**config.mk**
```make
export PLATFORM = sky130hd
export DESIGN_NAME = data_buffer_fifo
export DESIGN_NICKNAME = d
export VERILOG_FILES = /design/src/rtl/data_buffer_pkg.sv /design/src/rtl/fifo_pointer.sv /design/src/rtl/data_buffer_fifo.sv
export SDC_FILE = /design/constraint.sdc
export NUM_CORES = 1
export LEC_CHECK = 0
export ABC_AREA = 0
export BUFFER_PORTS_ARGS = -buffer_cell sky130_fd_sc_hd__buf_2
export CAP_MARGIN = 25
export CORE_MARGIN = 1
export CORE_UTILIZATION = 60
export CTS_BUF_LIST = sky130_fd_sc_hd__clkbuf_4 sky130_fd_sc_hd__clkbuf_8 sky130_fd_sc_hd__clkbuf_16
export DETAILED_ROUTE_END_ITERATION = 7
export PLACE_DENSITY = 0.77
export SYNTH_ARGS = -nofsm -noshare
export SYNTH_HDL_FRONTEND = slang
export SYNTH_HIERARCHICAL = 1
export SYNTH_SLANG_ARGS = --single-unit
```
**constraint.sdc**
```tcl
create_clock -name clk -period 3.3 [get_ports clk]
set_input_delay 0.165 -clock clk [delete_from_list [all_inputs] [get_ports clk]]
set_output_delay 0.165 -clock clk [all_outputs]
set_load 0.01 [all_outputs]
```
**src/rtl/data_buffer_pkg.sv**
```systemverilog
// data_buffer_pkg: shared definitions for the buffer controller and the FIFO.
//   op_t          - operation code driven by the controller (NOP/WRITE/READ)
//   BUFFER_DEPTH  - number of stored bytes
//   PTR_WIDTH     - pointer width (address bits plus one wrap bit)
package data_buffer_pkg;

  localparam int BUFFER_DEPTH = 64;
  localparam int PTR_WIDTH    = 7;
  localparam int ADDR_WIDTH   = PTR_WIDTH - 1;
  localparam int DATA_WIDTH   = 8;

  // 2'b11 is unused and decodes as NOP in the FIFO.
  typedef enum logic [1:0] {
    NOP   = 2'b00,
    WRITE = 2'b01,
    READ  = 2'b10
  } op_t;

endpackage

```
**src/rtl/fifo_pointer.sv**
```systemverilog
// fifo_pointer: PTR_WIDTH-bit wrapping counter used for the FIFO write and read
// pointers.
//   clk    - clock
//   rst    - asynchronous active-high reset, pointer -> 0
//   clr_i  - synchronous clear, wins over en_i
//   en_i   - advance pointer by one (wraps at 2**PTR_WIDTH)
//   ptr_o  - current pointer value
module fifo_pointer
  import data_buffer_pkg::*;
(
  input  logic                 clk,
  input  logic                 rst,
  input  logic                 clr_i,
  input  logic                 en_i,
  output logic [PTR_WIDTH-1:0] ptr_o
);

  logic [PTR_WIDTH-1:0] ptr_q, ptr_d;

  always_comb begin
    ptr_d = ptr_q;
    if (clr_i)     ptr_d = '0;
    else if (en_i) ptr_d = ptr_q + 1'b1;
  end

  always_ff @(posedge clk or posedge rst) begin
    if (rst) ptr_q <= '0;
    else     ptr_q <= ptr_d;
  end

  assign ptr_o = ptr_q;

endmodule

```
**src/rtl/data_buffer_fifo.sv**
```systemverilog
// data_buffer_fifo: 64 x 8-bit first-word-fall-through FIFO with flush and
// sticky overflow/underflow flags.
//   clk, rst            - clock, asynchronous active-high reset
//   op                  - NOP/WRITE/READ (2'b11 acts as NOP)
//   write_data          - byte stored on a qualified WRITE
//   write_count_enable  - qualifies WRITE
//   read_count_enable   - qualifies READ
//   empty_buffer        - flush: clears pointers and error flags, beats op
//   read_data           - head byte, combinational, 8'h00 when empty
//   buffer_occupancy    - stored byte count 0..64
//   full, empty         - occupancy == 64 / == 0
//   overflow_err        - sticky: qualified WRITE attempted while full
//   underflow_err       - sticky: qualified READ attempted while empty
module data_buffer_fifo
  import data_buffer_pkg::*;
(
  input  logic                  clk,
  input  logic                  rst,
  input  logic [1:0]            op,
  input  logic [DATA_WIDTH-1:0] write_data,
  input  logic                  write_count_enable,
  input  logic                  read_count_enable,
  input  logic                  empty_buffer,
  output logic [DATA_WIDTH-1:0] read_data,
  output logic [PTR_WIDTH-1:0]  buffer_occupancy,
  output logic                  full,
  output logic                  empty,
  output logic                  overflow_err,
  output logic                  underflow_err
);

  op_t                  op_e;
  logic [PTR_WIDTH-1:0] wr_ptr, rd_ptr;
  logic                 wr_req, rd_req, wr_en, rd_en;
  logic                 ovf_q, ovf_d, udf_q, udf_d;
  logic [DATA_WIDTH-1:0] mem_q [BUFFER_DEPTH];

  assign op_e = op_t'(op);

  // Qualified requests; flush masks them entirely.
  assign wr_req = !empty_buffer && (op_e == WRITE) && write_count_enable;
  assign rd_req = !empty_buffer && (op_e == READ)  && read_count_enable;
  assign wr_en  = wr_req && !full;
  assign rd_en  = rd_req && !empty;

  fifo_pointer u_wr_ptr (
    .clk   (clk),
    .rst   (rst),
    .clr_i (empty_buffer),
    .en_i  (wr_en),
    .ptr_o (wr_ptr)
  );

  fifo_pointer u_rd_ptr (
    .clk   (clk),
    .rst   (rst),
    .clr_i (empty_buffer),
    .en_i  (rd_en),
    .ptr_o (rd_ptr)
  );

  // Storage is not reset; the rst term keeps a write coincident with reset
  // from landing in the array.
  always_ff @(posedge clk) begin
    if (wr_en && !rst) mem_q[wr_ptr[ADDR_WIDTH-1:0]] <= write_data;
  end

  assign buffer_occupancy = wr_ptr - rd_ptr;
  assign empty = (wr_ptr == rd_ptr);
  assign full  = (wr_ptr[ADDR_WIDTH-1:0] == rd_ptr[ADDR_WIDTH-1:0]) &&
                 (wr_ptr[PTR_WIDTH-1] != rd_ptr[PTR_WIDTH-1]);

  // Gating on empty hides uninitialised array contents.
  assign read_data = empty ? '0 : mem_q[rd_ptr[ADDR_WIDTH-1:0]];

  always_comb begin
    ovf_d = ovf_q;
    udf_d = udf_q;
    if (empty_buffer) begin
      ovf_d = 1'b0;
      udf_d = 1'b0;
    end else begin
      if (wr_req && full)  ovf_d = 1'b1;
      if (rd_req && empty) udf_d = 1'b1;
    end
  end

  always_ff @(posedge clk or posedge rst) begin
    if (rst) begin
      ovf_q <= 1'b0;
      udf_q <= 1'b0;
    end else begin
      ovf_q <= ovf_d;
      udf_q <= udf_d;
    end
  end

  assign overflow_err  = ovf_q;
  assign underflow_err = udf_q;

endmodule

```
Word level (Yosys, flattened, before mapping)
Memories as Yosys holds them, arrays and structs flattened.
Index checks and enable logic that the tools add are counted.

cells by class
  add/subtract/negate cells = 3
  equality and inequality tests = 5
  muxes and demuxes = 11
  reductions and logical operators = 18

operators by type and width
  cell                   count
  $mux W7                4
  $add A7 B1 Y7 const B  2
  $logic_and A1 B1 Y1    10
  $mux W8                1
  $reduce_bool A2 Y1     4
  $eq A7 B7 Y1           1
  $sub A7 B7 Y7          1
  $eq A6 B6 Y1           1
  $mux W1                6
  $logic_not A1 Y1       4
  $eq A2 B1 Y1 const B   1
  $eq A2 B2 Y1 const B   1
  $ne A1 B1 Y1           1

storage, ports and cells
  bits in registers = 16
  RAM bits = 512
  input port bits = 15
  memories = 1

memories
  memory  words  bits a word  rd ports  clocked after Yosys merged registers in  write ports  RTL line                RTL
  mem_q   64     8            1         0                                        1            data_buffer_fifo.sv:36  logic [DATA_WIDTH-1:0] mem_q [BUFFER_DEPTH];

Longest topological paths before layout
Gate-level depths: netlist of run 1.

  word-level depth = 7
  mapped depth = 11
  gate-level depth less buffers = 9

Hierarchy
Netlist of run 1, hierarchy kept.

by module, submodules not included
  module            times used  cells an instance  area each (um^2)
  data_buffer_fifo  1           964                20120.5
  fifo_pointer      2           30                 311.5

Worst setup path after synthesis of run 1
Ideal clock, no wire load.

  path type = reg2reg
  start point = register u_rd_ptr.ptr_q[3], in the netlist u_rd_ptr/ptr_o[3]
  end point = memory mem_q[63][0], enable pin
  library setup time = 0.370 ns
  arrival = 2.700 ns
  data required time = 2.930 ns
  path slack = 0.230 ns
  cell stages (with the launch flop) = 11
  buffers on the path = 2
  period minus slack after synthesis = 3.070 ns
  cell sequence = dfrtp_1 > clkbuf_1 > inv_1 > clkbuf_1 > ha_1 > nand2_1 > nor4_1 > or2_1 > nor3_2 > nand3_1 > nor2_1

between the ends
  word-level cells in the longest chain between the ends = 7

RTL lines
  item                           RTL line                RTL
  from (decl)                    fifo_pointer.sv:18      logic [PTR_WIDTH-1:0] ptr_q, ptr_d;
  from (signal assigned)         fifo_pointer.sv:28      else ptr_q <= ptr_d;
  $eq A6 B6 Y1                   data_buffer_fifo.sv:70  assign full = (wr_ptr[ADDR_WIDTH-1:0] == rd_ptr[ADDR_WIDTH-1:0]) &&
  $logic_and A1 B1 Y1            data_buffer_fifo.sv:70
  named net full                 data_buffer_fifo.sv:26  output logic full,
  $logic_not A1 Y1               data_buffer_fifo.sv:43  assign wr_en = wr_req && !full;
  $logic_and A1 B1 Y1            data_buffer_fifo.sv:43
  $logic_and A1 B1 Y1            data_buffer_fifo.sv:65  if (wr_en && !rst) mem_q[wr_ptr[ADDR_WIDTH-1:0]] <= write_data;
  $mux W1                        data_buffer_fifo.sv:65
  $mux W1 (implied by the code)  data_buffer_fifo.sv:65
  to (decl)                      data_buffer_fifo.sv:36

The timed path passes the listed nets, and every way through them passes these cells.

Worst setup path after layout of run 1
  start point = register u_rd_ptr.ptr_q[4], in the netlist u_rd_ptr/ptr_o[4]
  end point = output read_data[5]

between the ends
  word-level cells in the longest chain between the ends = 2
  elaborated cells between the ends (all ways) = 3
  those cells by class = eq/ne: 1; mux: 1; memory: 1

RTL lines
  item                                                   RTL line                RTL
  $mem_v2 Z64 W8 / $eq A7 B7 Y1 (equally long branches)  --
  $mux W8 *                                              data_buffer_fifo.sv:74  assign read_data = empty ? '0 : mem_q[rd_ptr[ADDR_WIDTH-1:0]];
  to (decl)                                              data_buffer_fifo.sv:24  output logic [DATA_WIDTH-1:0] read_data,

Every way passes the cells marked *; elsewhere a longest branch is shown, timed or not.

==> results by group, run 1 <==
Cells and area
  – Fin nets: around 1,200
  – Share of cells above drive strength 1: 29.9%
  – Non-filler instance count after layout: 1,673
  – Ant diodes: 0
  – Area growth syn-to-layout: 15.7%

Route
  – Met1 Routed Length: ~18,000 um
  – WL/cell: between 20 and 30 um
  – Vias/cell: approximately 6.7
  – Top Layer Used: met4
  – Routed wire length: between 40,000 and 50,000 um
  – Vias: ~11,000
  – Met2 WL: about 23,000 um
  – Pre-antenna DRT Iters: 6
  – Detail Route Antenna Nets: 0
  – Met3 wire length: between 5000 and 6000 um
  – Iteration-0 DRC Markers: ~1,500
  – # DRC: 0

Critical path
  – Worst-path fanout max: 8
  – Worst path required time: 3130 ps
  – R2R Setup Slk: 200 ps
  – FF-to-FF End: mem_q[26][4]
  – Critical R2R Launch: u_rd_ptr/ptr_o[4]
  – CP max stage cell: ha_1
  – WS Path Type: reg2out
  – Startpoint types: flip-flop
  – WP data arrival: approximately 3200 ps
  – Crit-path leading delay family: simple AND/OR/NAND/NOR gates
  – Worst R2R Path Depth: 9
  – CP Cell Sequence: clkinv_1, ha_1, nand2_1, nor4b_4, or2_2, a311oi_1, nand2_1, o21ai_0, buf_2
  – Most frequent CP cell: nand2_1
  – CP Capture Type: output port
  – CP peak stage delay: around 400 ps
  – Worst path bufs/invs: 2

STA
  – Clk_skew: about 22 ps
  – Final slew viol count: 0
  – Total Neg Setup Slack: -51.9 ps
  – Final period util: 102%
  – Hold Violations, Final: 0
  – Slew @ Worst Pin: about 990 ps
  – Peak Freq: 298 MHz
  – Fin crit period: 3350 ps
  – Setup violators final: 1
  – Setup WS post-layout: -51.9 ps
  – Worst rel slew slack: 34.1%

Yosys
  – Gate Count Post-Synth: between 1,000 and 1,500
  – Share of the synthesized area in the top cell type: about three quarters
  – Post-Syn Area: 0.0207 sq mm
  – Most numerous cell in the Yosys netlist: edfxtp_1
  – Unique masters post-synth: between 40 and 50
  – Post-Syn Area per Cell: between 20 and 25 sq um
  – Synth warn: 6
  – Mapped Nets: roughly 1,000
  – EDFF count, synth: 512
  – Seq/Total Area, Yosys: 76.0%
  – Fraction of registers with async set/reset: a little over 3%
  – Most used DFF post-synth: edfxtp_1
  – Yosys top cell by area: edfxtp_1
  – Commonest cells post-synth: 512 x edfxtp_1, 130 x mux4_2, 91 x nor2_1
  – #FFs+latches synth: about 530
  – Top cells by area, synth: edfxtp_1 74%, mux4_2 14%, dfrtp_1 1.9%

Global routing
  – Total Routing Usage GR: about 29%
  – Antenna violations before repair: 0
  – First-pass GRT wire length: ~72,000 um
  – Global route overflow: 0
  – Vias in the first global route: about 11,000
  – Largest net degree at the start of global routing: a little under 90

CTS
  – CTS H-tree depth: 2
  – Num CTS Buffers: 49
  – Worst-path clk slew: around 70 ps
  – Clock sinks: around 530
  – CTS tree: yes
  – Skew-Pair Late Insertion Delay: just under 600 ps
  – CTS root buf: clkbuf_16
  – Clock Tree Buf Depth: 3

Floorplanning
  – Core area: approximately 0.034 sq mm
  – Die area: approximately 0.035 sq mm
  – Die Y: around 190 um
  – Die Width: 188 um
  – Initial Utilization: around 60%
  – Top Ports: 34
  – Num rows: 67

Power and ir drop
  – Maximum vdd drop: 0.330 mV
  – Clock power share: ~43%
  – Reg power frac: 56.0%
  – Comb power frac: under 10%
  – Internal: ~11 mW
  – Switch Pwr: ~2.5 mW
  – Static Leak: approximately 7.7 nW
  – Switch share: 19.4%
  – Cell Pwr Density: around 550 mW/mm^2

Hold path
  – Hold_sp: write_data[4]
  – Hold Path Sink: mem_q[10][4]
  – HP Class: in2reg
  – Hold path cells: 1

Place
  – DP HPWL: 29,600 um
  – Port Buf Inserts: 33
  – Pre-CTS worst setup slack: between 400 and 500 ps
  – Placer Congestion: 0.936
  – Placed Instances: about 1,600

Outcome
  – Outcome: finished with violations
  – Failing checks: negative setup slack

Job
  – Max-Cap Viols: 0
[timing repair]
| item | 4_1_cts | 5_1_grt |
|---|---|---|
| hold endpoints to repair | 27 | 0 |
| gates resized for setup | 3 | 8 |
| setup buffers | 0 | 6 |
| cloned | 1 | 2 |
| pin swaps | 0 | 2 |
| endpoints found under the setup margin | 4 | 7 |
| hold buffers | 6 | 0 |
[final cells by class]
| class | count | area [sq um] |
|---|---|---|
| fill | 1890 | 9780 |
| multi-input combinational | 430 | 4710 |
| clock buffer | 58 | 1330 |
| timing repair buffer | 156 | 1290 |
| inverter | 19 | 71.3 |
| sequential | 528 | 15800 |
| tap | 448 | 561 |
| clock inverter | 34 | 260 |
[per-stage QoR]
step	util [%]	cell area (sq um)	hold slack (ps)	total power [mW]
2_1_floorplan	-	20700	-93.8	7.53
3_3_place_gp	65.4	22100	84.1	7.67
3_5_place_dp	65.6	22200	84.2	7.68
4_1_cts	70.6	23900	13.0	13.1
5_1_grt	71.0	24000	26.9	13.4
6_report	71.0	24000	15.2	13.1
[worst max path at each step]
stage / startpoint / endpoint / slack, ps / cells after the start
final: u_rd_ptr/ptr_o[4] / read_data[5] / -50 / 9
after global routing: u_rd_ptr/ptr_o[0] / read_data[4] / -40 / 7
after CTS: u_rd_ptr/ptr_o[0] / read_data[2] / 2 / 7
after detailed placement: u_rd_ptr/ptr_o[1] / mem_q[25][4] / 450 / 9
after global placement: u_rd_ptr/ptr_o[1] / mem_q[24][4] / 520 / 9
after floorplan: u_rd_ptr/ptr_o[3] / mem_q[63][0] / 230 / 10
[flip-flops by register name, indices dropped and copies added (netlist names)]
register,count
mem_q,512
u_rd_ptr/ptr_o,7
underflow_err,1
overflow_err,1
u_wr_ptr/ptr_o,7
[power by group through the flow]
stage / Clock, mW / Combinational, mW / Sequential [mW]
after floorplan: 0 / 0.0364 / 7.50
after global placement: 0 / 0.169 / 7.50
after detailed placement: 0 / 0.189 / 7.49
after CTS: 5.60 / 0.196 / 7.35
after global routing: 5.85 / 0.212 / 7.35
final: 5.57 / 0.201 / 7.35
[layer usage]
| metal | up-vias | GRT usage, % |
|---|---|---|
| li1 | 4532 | - |
| met1 | 5604 | 40.2 |
| met2 | 850 | 44.2 |
| met3 | 159 | 6.16 |
| met4 | 0 | 11.8 |
| met5 | - | 0 |
[kinds of logic (layout without fill, tap and decap cells)]
| kind of cell | Yosys count | in the layout | share of synthesized area [%] |
|---|---|---|---|
| mux | 139 | 139 | 14.5 |
| fa+ha+maj | 9 | 9 | 0.579 |
| compound gates | 95 | 95 | 3.08 |
| xor+xnor | 14 | 14 | 0.591 |
| simple gates | 173 | 173 | 3.77 |
| flops | 528 | 528 | 76.0 |
| buf+inv | 66 | 267 | 1.39 |
[cells in the final DEF (no fill, tap or decap), types with 14 or more instances in the layout]
| master | count |
|---|---|
| a22oi_1 | 35 |
| nand2_1 | 30 |
| clkbuf_16 | 53 |
| clkinv_1 | 20 |
| edfxtp_1 | 512 |
| dfrtp_1 | 14 |
| buf_4 | 106 |
| mux4_2 | 130 |
| nor2_1 | 91 |
| buf_2 | 33 |
| inv_1 | 17 |
| nand3_1 | 16 |
| a21oi_1 | 17 |
Power figures use the tool's default switching activity.
==> inputs of run 2 (changes only) <==
--- a/config.mk
+++ b/config.mk
@@ -8,11 +8,14 @@
 export ABC_AREA = 0
 export BUFFER_PORTS_ARGS = -buffer_cell sky130_fd_sc_hd__buf_2
 export CAP_MARGIN = 25
+export CELL_PAD_IN_SITES_DETAIL_PLACEMENT = 1
+export CELL_PAD_IN_SITES_GLOBAL_PLACEMENT = 2
 export CORE_MARGIN = 1
-export CORE_UTILIZATION = 60
-export CTS_BUF_LIST = sky130_fd_sc_hd__clkbuf_4 sky130_fd_sc_hd__clkbuf_8 sky130_fd_sc_hd__clkbuf_16
+export CORE_UTILIZATION = 52
+export CTS_BUF_LIST = sky130_fd_sc_hd__clkbuf_2 sky130_fd_sc_hd__clkbuf_4 sky130_fd_sc_hd__clkbuf_8
 export DETAILED_ROUTE_END_ITERATION = 7
-export PLACE_DENSITY = 0.77
+export GPL_ROUTABILITY_DRIVEN = 0
+export PLACE_DENSITY_LB_ADDON = 0.1
 export SYNTH_ARGS = -nofsm -noshare
 export SYNTH_HDL_FRONTEND = slang
 export SYNTH_HIERARCHICAL = 1
==> run 2 against run 1 <==
  * The flow still finishes with violations (negative setup slack)
  * Hold slack better by 50 ps
  * Via count fell by 3.8%
  * First-iteration DRC count is 33% lower
  * Largest cell class unchanged
  * Highest routed layer unchanged
==> results by group, run 2 (same netlist as run 1, synthesis figures left out) <==
Outcome
  – Outcome: finished with violations
  – Failing checks: negative setup slack

Global routing
  – First-pass GRT wire length: 77,300 um (+6.6%)
  – Antenna violations before repair: 1 (+1)
  – Largest net degree at the start of global routing: 65 (-27%)
  – Global route overflow: 0 (unchanged)
  – Vias in the first global route: 11,400 (+0.46%)
  – Total Routing Usage GR: 26.9% (-1.6 points)

STA
  – Setup violators final: 1 (unchanged)
  – Worst rel slew slack: 36.1% (+2.0 points)
  – Final slew viol count: 0 (unchanged)
  – Final period util: 101% (-0.76 points)
  – Hold Violations, Final: 0 (unchanged)
  – RSZ-0062 raised after global routing: true
  – Fin crit period: 3330 ps (-25.0 ps)
  – Clk_skew: 29.6 ps (+7.31 ps)
  – Slew @ Worst Pin: 958 ps (-30.2 ps)
  – Setup WS post-layout: -26.9 ps (+25.0 ps)
  – Peak Freq: 301 MHz (+0.75%)

CTS
  – Worst-path clk slew: 70 ps (about the same)
  – CTS tree: yes
  – Skew-Pair Late Insertion Delay: 650 ps (+70 ps)
  – CTS H-tree depth: 3 (+1)
  – Clock sinks: 528 (unchanged)
  – Clock Tree Buf Depth: 3 (unchanged)
  – CTS root buf: clkbuf_8
  – Num CTS Buffers: 84 (+71%)

Place
  – Port Buf Inserts: 33 (unchanged)
  – Placed Instances: 1,574 (+0.51%)
  – DP HPWL: 32,800 um (+11%)

Critical path
  – Worst-path fanout max: 17 (+9)
  – Startpoint types: flip-flop
  – CP Capture Type: output port
  – Worst path required time: 3130 ps (about the same)
  – CP max stage cell: dfrtp_4
  – WS Path Type: reg2out
  – CP peak stage delay: 490 ps (+90 ps)
  – WP data arrival: 3160 ps (-30 ps)
  – CP Cell Sequence: buf_12, buf_12, buf_16, mux2i_1, a221oi_1, o21ai_0, a21oi_1, nor2_1, o21ai_0, buf_2

Route
  – WL/cell: 30.4 um (+2.1%)
  – Vias/cell: 6.16 (-7.6%)
  – Iteration-0 DRC Markers: 1,027 (-33%)
  – Pre-antenna DRT Iters: 5 (-1)
  – Routed wire length: 52,900 um (+6.2%)
  – # DRC: 0 (unchanged)
  – Detail Route Antenna Nets: 0 (unchanged)
  – Vias: 10,700 (-3.8%)

Floorplanning
  – Top Ports: 34 (unchanged)
  – Num rows: 72 (+7.5%)
  – Initial Utilization: 53.2% (-8.2 points)
  – Die Y: 202 um (+7.3%)
  – Die area: 0.0407 sq mm (+15%)
  – Core area: 0.0390 sq mm (+15%)
  – Die Width: 202 um (+7.3%)

Power and ir drop
  – Switch Pwr: 2.71 mW (+6.5%)
  – Clock power share: 40.9% (-1.6 points)
  – Maximum vdd drop: 0.336 mV (+2.0%)
  – Internal: 10.1 mW (-4.6%)
  – Reg power frac: 57.4% (+1.4 points)
  – Cell Pwr Density: 541 mW/mm^2 (-1.1%)
  – Switch share: 21.1% (+1.8 points)
  – Static Leak: 7.41 nW (-4.2%)
  – Comb power frac: 1.7% (+0.2 points)

Cells and area
  – Max reg flops: 512 (unchanged)
  – Most frequent cells in the layout: 512 x edfxtp_1, 130 x mux4_2, 85 x nor2_1
  – Post-route core utilization: 60.7% (-10 points)
  – Share of cells above drive strength 1: 29.6% (-0.25 points)
  – Non-filler instance count after layout: 1,741 (+4.1%)
  – Area growth syn-to-layout: 14.2%
  – Fin nets: 1,187 (-1.7%)
  – Most common cell after layout, fill and taps aside: edfxtp_1

Hold path
  – HP Class: in2async

Job
  – Max-Cap Viols: 0 (unchanged)
## run 2: cell types whose count changed in the layout (fill, tap and decap cells not counted), moves of 3 or more
cell	delta
buf_4	-59
clkbuf_8	+84
inv_6	+3
nor2_1	-6
clkbuf_16	-53
nor2_2	+5
clkinv_1	+15
clkinv_2	-3
clkbuf_4	+7
## run 2: path summary, 6_finish.rpt
check	to	depth (start not counted)	start	slack, ps
worst max register to register	mem_q[43][2]	9	u_rd_ptr/ptr_o[1]	200
worst min-delay path	u_wr_ptr/ptr_o[4]	3	rst	60
min in group clk	mem_q[41][6]	1	write_data[6]	120
max in group asynchronous	underflow_err	4	rst	2640
worst max-delay path	read_data[1]	10	u_rd_ptr/ptr_o[0]	-30
worst min register to register	overflow_err	2	overflow_err	550
## run 2: worst max-delay path: cells and delay by family, from the launching register on
kind | cells | cell delay, ps
compound gates | 4 | 1120
buf+inv | 4 | 670
flops | 1 | 490
mux | 1 | 150
simple gates | 1 | 50
## run 2: power groups by stage
stage,registers (mW),clock network (mW),logic [mW]
floorplan,7.50,0,0.0364
global placement,7.49,0,0.192
detailed placement,7.49,0,0.201
CTS,7.35,5.35,0.213
global route,7.35,5.60,0.226
finish,7.35,5.24,0.212
## run 2: final cells by class
| class | instances | area (sq um) |
|---|---|---|
| Antenna cell | 1 | 2.50 |
| Clock buffer | 98 | 1260 |
| Inverter | 19 | 71.3 |
| Fill cell | 3291 | 15300 |
| Multi-Input combinational cell | 430 | 4760 |
| Sequential cell | 528 | 15800 |
| Timing Repair Buffer | 100 | 886 |
| Tap cell | 518 | 648 |
| Clock inverter | 47 | 270 |
## run 2: metal layers
layer | up-vias | part of all wire [%] | global-route usage [%]
met2 | 446 | 46 | 40.5
met4 | 0 | 2.6 | 9.71
met1 | 5685 | 44 | 39.6
met3 | 83 | 7.7 | 5.39
li1 | 4506 | - | -
met5 | - | 0 | 0
## run 2: metrics by stage
| step | power, mW | area [sq um] | worst slack, ps | setup TNS [ps] | hold WS, ps |
|---|---|---|---|---|---|
| 2_1_floorplan | 7.53 | 20700 | 230 | 0 | -93.8 |
| 3_3_place_gp | 7.69 | 21700 | 202 | 0 | 87.3 |
| 6_report | 12.8 | 23700 | -26.9 | -26.9 | 65.0 |
| 4_1_cts | 12.9 | 23600 | -6.13 | -6.13 | 25.4 |
| 5_1_grt | 13.2 | 23700 | -43.2 | -221 | 77.2 |
| 3_5_place_dp | 7.70 | 21800 | 132 | 0 | 91.9 |
## run 2: repair_timing
action	4_1_cts	5_1_grt
resized for setup	19	12
hold buffers	8	0
buffers inserted	8	2
endpoints found under the setup margin	8	33
gates cloned	3	0
endpoints found under the hold margin	50	0
==> inputs of run 3 (changes only) <==
--- a/config.mk
+++ b/config.mk
@@ -11,7 +11,7 @@
 export CELL_PAD_IN_SITES_DETAIL_PLACEMENT = 1
 export CELL_PAD_IN_SITES_GLOBAL_PLACEMENT = 2
 export CORE_MARGIN = 1
-export CORE_UTILIZATION = 52
+export CORE_UTILIZATION = 25
 export CTS_BUF_LIST = sky130_fd_sc_hd__clkbuf_2 sky130_fd_sc_hd__clkbuf_4 sky130_fd_sc_hd__clkbuf_8
 export DETAILED_ROUTE_END_ITERATION = 7
 export GPL_ROUTABILITY_DRIVEN = 0
==> run 3 against run 2 <==
  * The run still ends with negative setup slack left
  * Maximum frequency fell by 1.8%
  * Combinational power increased by 10%
  * Core utilization decreased by 30 points
  * Critical path depth is 1 lower
  * Flip-flop and latch count did not move
==> results by group, run 3 (same netlist as run 1, synthesis figures left out) <==
STA
  – Clk_skew: 33.8 ps (+4.21 ps)
  – Setup WS post-layout: -89.6 ps (-62.7 ps)
  – Setup violators final: 2 (+1)
  – Final period util: 103% (+1.9 points)
  – Slew @ Worst Pin: 970 ps (+12.1 ps)
  – Peak Freq: 295 MHz (-1.8%)
  – Fin crit period: 3390 ps (+62.7 ps)
  – Hold Violations, Final: 0 (unchanged)
  – Final slew viol count: 0 (unchanged)
  – Worst rel slew slack: 35.1% (-1.0 points)
  – Total Neg Setup Slack: -138 ps (-111 ps)
  – WHS: 81.1 ps (+16.1 ps)
  – RSZ-0062 raised after global routing: true

Hold path
  – HP Class: in2reg
  – Hold_sp: write_data[2]

Floorplanning
  – Core area: 0.0821 sq mm (+110%)
  – Top Ports: 34 (unchanged)
  – Die Width: 290 um (+44%)
  – Die Y: 290 um (+44%)
  – Initial Utilization: 25.3% (-28 points)
  – Num rows: 105 (+46%)
  – Die area: 0.0841 sq mm (+110%)

Cells and area
  – Most common cell after layout, fill and taps aside: edfxtp_1
  – Area growth syn-to-layout: 23.4%
  – Cell area after layout: 0.0256 sq mm (+8.1%)
  – Share of cells above drive strength 1: 37.3% (+7.7 points)
  – Footprint of the multi-input gates: 0.00503 sq mm (+5.7%)
  – FF+latch area: 0.0158 sq mm (about the same)
  – Non-filler instance count after layout: 2,360 (+36%)
  – Fill cells: 8,201 (+150%)
  – Max reg flops: 512 (unchanged)
  – Most frequent cells in the layout: 512 x edfxtp_1, 130 x mux4_2, 102 x clkbuf_8
  – Fin nets: 1,240 (+4.5%)

Global routing
  – GR met2 Demand/Resource: 24.4% (-16 points)
  – Vias in the first global route: 11,800 (+3.9%)
  – Global route overflow: 0 (unchanged)
  – Met3 usage: 2.36% (-3.0 points)
  – Antenna violations before repair: 1 (unchanged)
  – Most Used Layer, Global Route: met2
  – Met1 Usage GRT: 22.4% (-17 points)
  – First-pass GRT wire length: 92,300 um (+19%)
  – Total Routing Usage GR: 15.6% (-11 points)
  – Largest net degree at the start of global routing: 65 (unchanged)

CTS
  – Clock sinks: 528 (unchanged)
  – Clock Tree Buf Depth: 3 (unchanged)
  – Skew-Pair Late Insertion Delay: 680 ps (+30 ps)
  – Worst-path clk slew: 50 ps (-20 ps)
  – CTS H-tree depth: 3 (unchanged)
  – Num CTS Buffers: 96 (+14%)
  – CTS root buf: clkbuf_8
  – CTS tree: yes

Route
  – WL/cell: 27.5 um (-9.4%)
  – Vias: 10,800 (+0.50%)
  – Detail Route Antenna Nets: 0 (unchanged)
  – Routed wire length: 64,900 um (+23%)
  – # DRC: 0 (unchanged)
  – Iteration-0 DRC Markers: 812 (-21%)
  – Vias/cell: 4.57 (-26%)
  – Pre-antenna DRT Iters: 4 (-1)

Power and ir drop
  – Reg power frac: 53.8% (-3.6 points)
  – Switch Pwr: 2.88 mW (+6.3%)
  – Switch share: 21.1% (-0.082 points)
  – Static Leak: 7.98 nW (+7.8%)
  – Maximum vdd drop: 0.242 mV (-28%)
  – Cell Pwr Density: 534 mW/mm^2 (-1.3%)
  – Comb power frac: 1.7% (about the same)
  – Clock power share: 44.4% (+3.5 points)
  – Internal: 10.8 mW (+6.8%)

Critical path
  – Critical Path Source: u_rd_ptr/ptr_o[0]
  – WP data arrival: 3220 ps (+60 ps)
  – Startpoint types: flip-flop
  – Critical R2R Launch: u_rd_ptr/ptr_o[0]
  – Worst-path fanout max: 8 (-9)
  – CP Capture Type: output port
  – WS Path Type: reg2out
  – Worst path required time: 3130 ps (about the same)

Place
  – Placed Instances: 2,151 (+37%)
  – Port Buf Inserts: 33 (unchanged)
  – Area post-placement: 0.0228 sq mm (+4.6%)
  – DP HPWL: 39,800 um (+21%)

Outcome
  – Failing checks: negative setup slack
  – Outcome: finished with violations

Job
  – Max-Cap Viols: 0 (unchanged)
-- run 3: cell count changes in the layout (fill, tap and decap cells not counted), moves of 6 or more --
cell,before,now
a22oi_1,34,20
a22oi_2,2,16
nor2_1,85,78
clkbuf_8,84,102
buf_4,47,63
clkinv_1,35,22
buf_6,0,8
clkbuf_4,14,34
o21ai_0,10,4
buf_12,7,15
-- run 3: layout make-up --
| cell class | instances | area share [%] |
|---|---|---|
| inverter | 19 | 0.279 |
| tap | 1070 | 5.23 |
| clock buffer | 136 | 6.48 |
| sequential | 528 | 61.6 |
| multi-input combinational | 430 | 19.6 |
| antenna | 2 | 0.0195 |
| timing repair buffer | 141 | 5.90 |
| clock inverter | 34 | 0.792 |
-- run 3: through the flow --
| stage | util [%] | setup WS, ps | power (mW) |
|---|---|---|---|
| 2_1_floorplan | - | 230 | 7.53 |
| 3_3_place_gp | 27.7 | 116 | 7.71 |
| 3_5_place_dp | 27.7 | 139 | 7.72 |
| 4_1_cts | 31.0 | -193 | 13.9 |
| 5_1_grt | 31.2 | -169 | 14.2 |
| 6_report | 31.2 | -89.6 | 13.7 |
-- run 3: repair_timing --
item	CTS	global route
endpoints found under the setup margin	8	34
gates cloned	7	0
gates resized for setup	79	29
buffers inserted	13	7
hold buffers	9	0
pin swaps	16	16
hold endpoints to repair	40	0
-- run 3: final timing paths --
| path | slack, ps | cells after the start | to |
|---|---|---|---|
| max | -90 | 9 | read_data[2] |
| min | 80 | 1 | mem_q[35][2] |
| max reg2reg | 170 | 9 | mem_q[54][6] |
| min reg2reg | 550 | 2 | overflow_err |
| max in group asynchronous | 2340 | 4 | u_wr_ptr/ptr_o[4] |
| min in group asynchronous | 90 | 3 | u_rd_ptr/ptr_o[1] |
-- run 3: per-layer routing --
layer,vias up,part of all wire (%),wire length (um)
met5,-,0,0
met4,0,1.9,1260
met3,84,3.1,2010
met2,194,46,30100
met1,5865,49,31600
li1,4631,-,-
-- run 3: power groups by stage --
stage          combinational, mW  clock, mW  sequential (mW)
2_1_floorplan             0.0364          0             7.50
3_3_place_gp               0.220          0             7.49
3_5_place_dp               0.226          0             7.49
4_1_cts                    0.245       6.32             7.36
5_1_grt                    0.257       6.57             7.35
6_report                   0.234       6.07             7.36
-- run 3: worst max-delay path, cell delays in order (launching register included) --
cell	delay (ps)
dfrtp_4	420
buf_12	170
buf_16	160
buf_12	120
mux4_2	520
mux4_2	520
nor2_4	150
nor3_4	50
a21o_1	230
buf_2	160
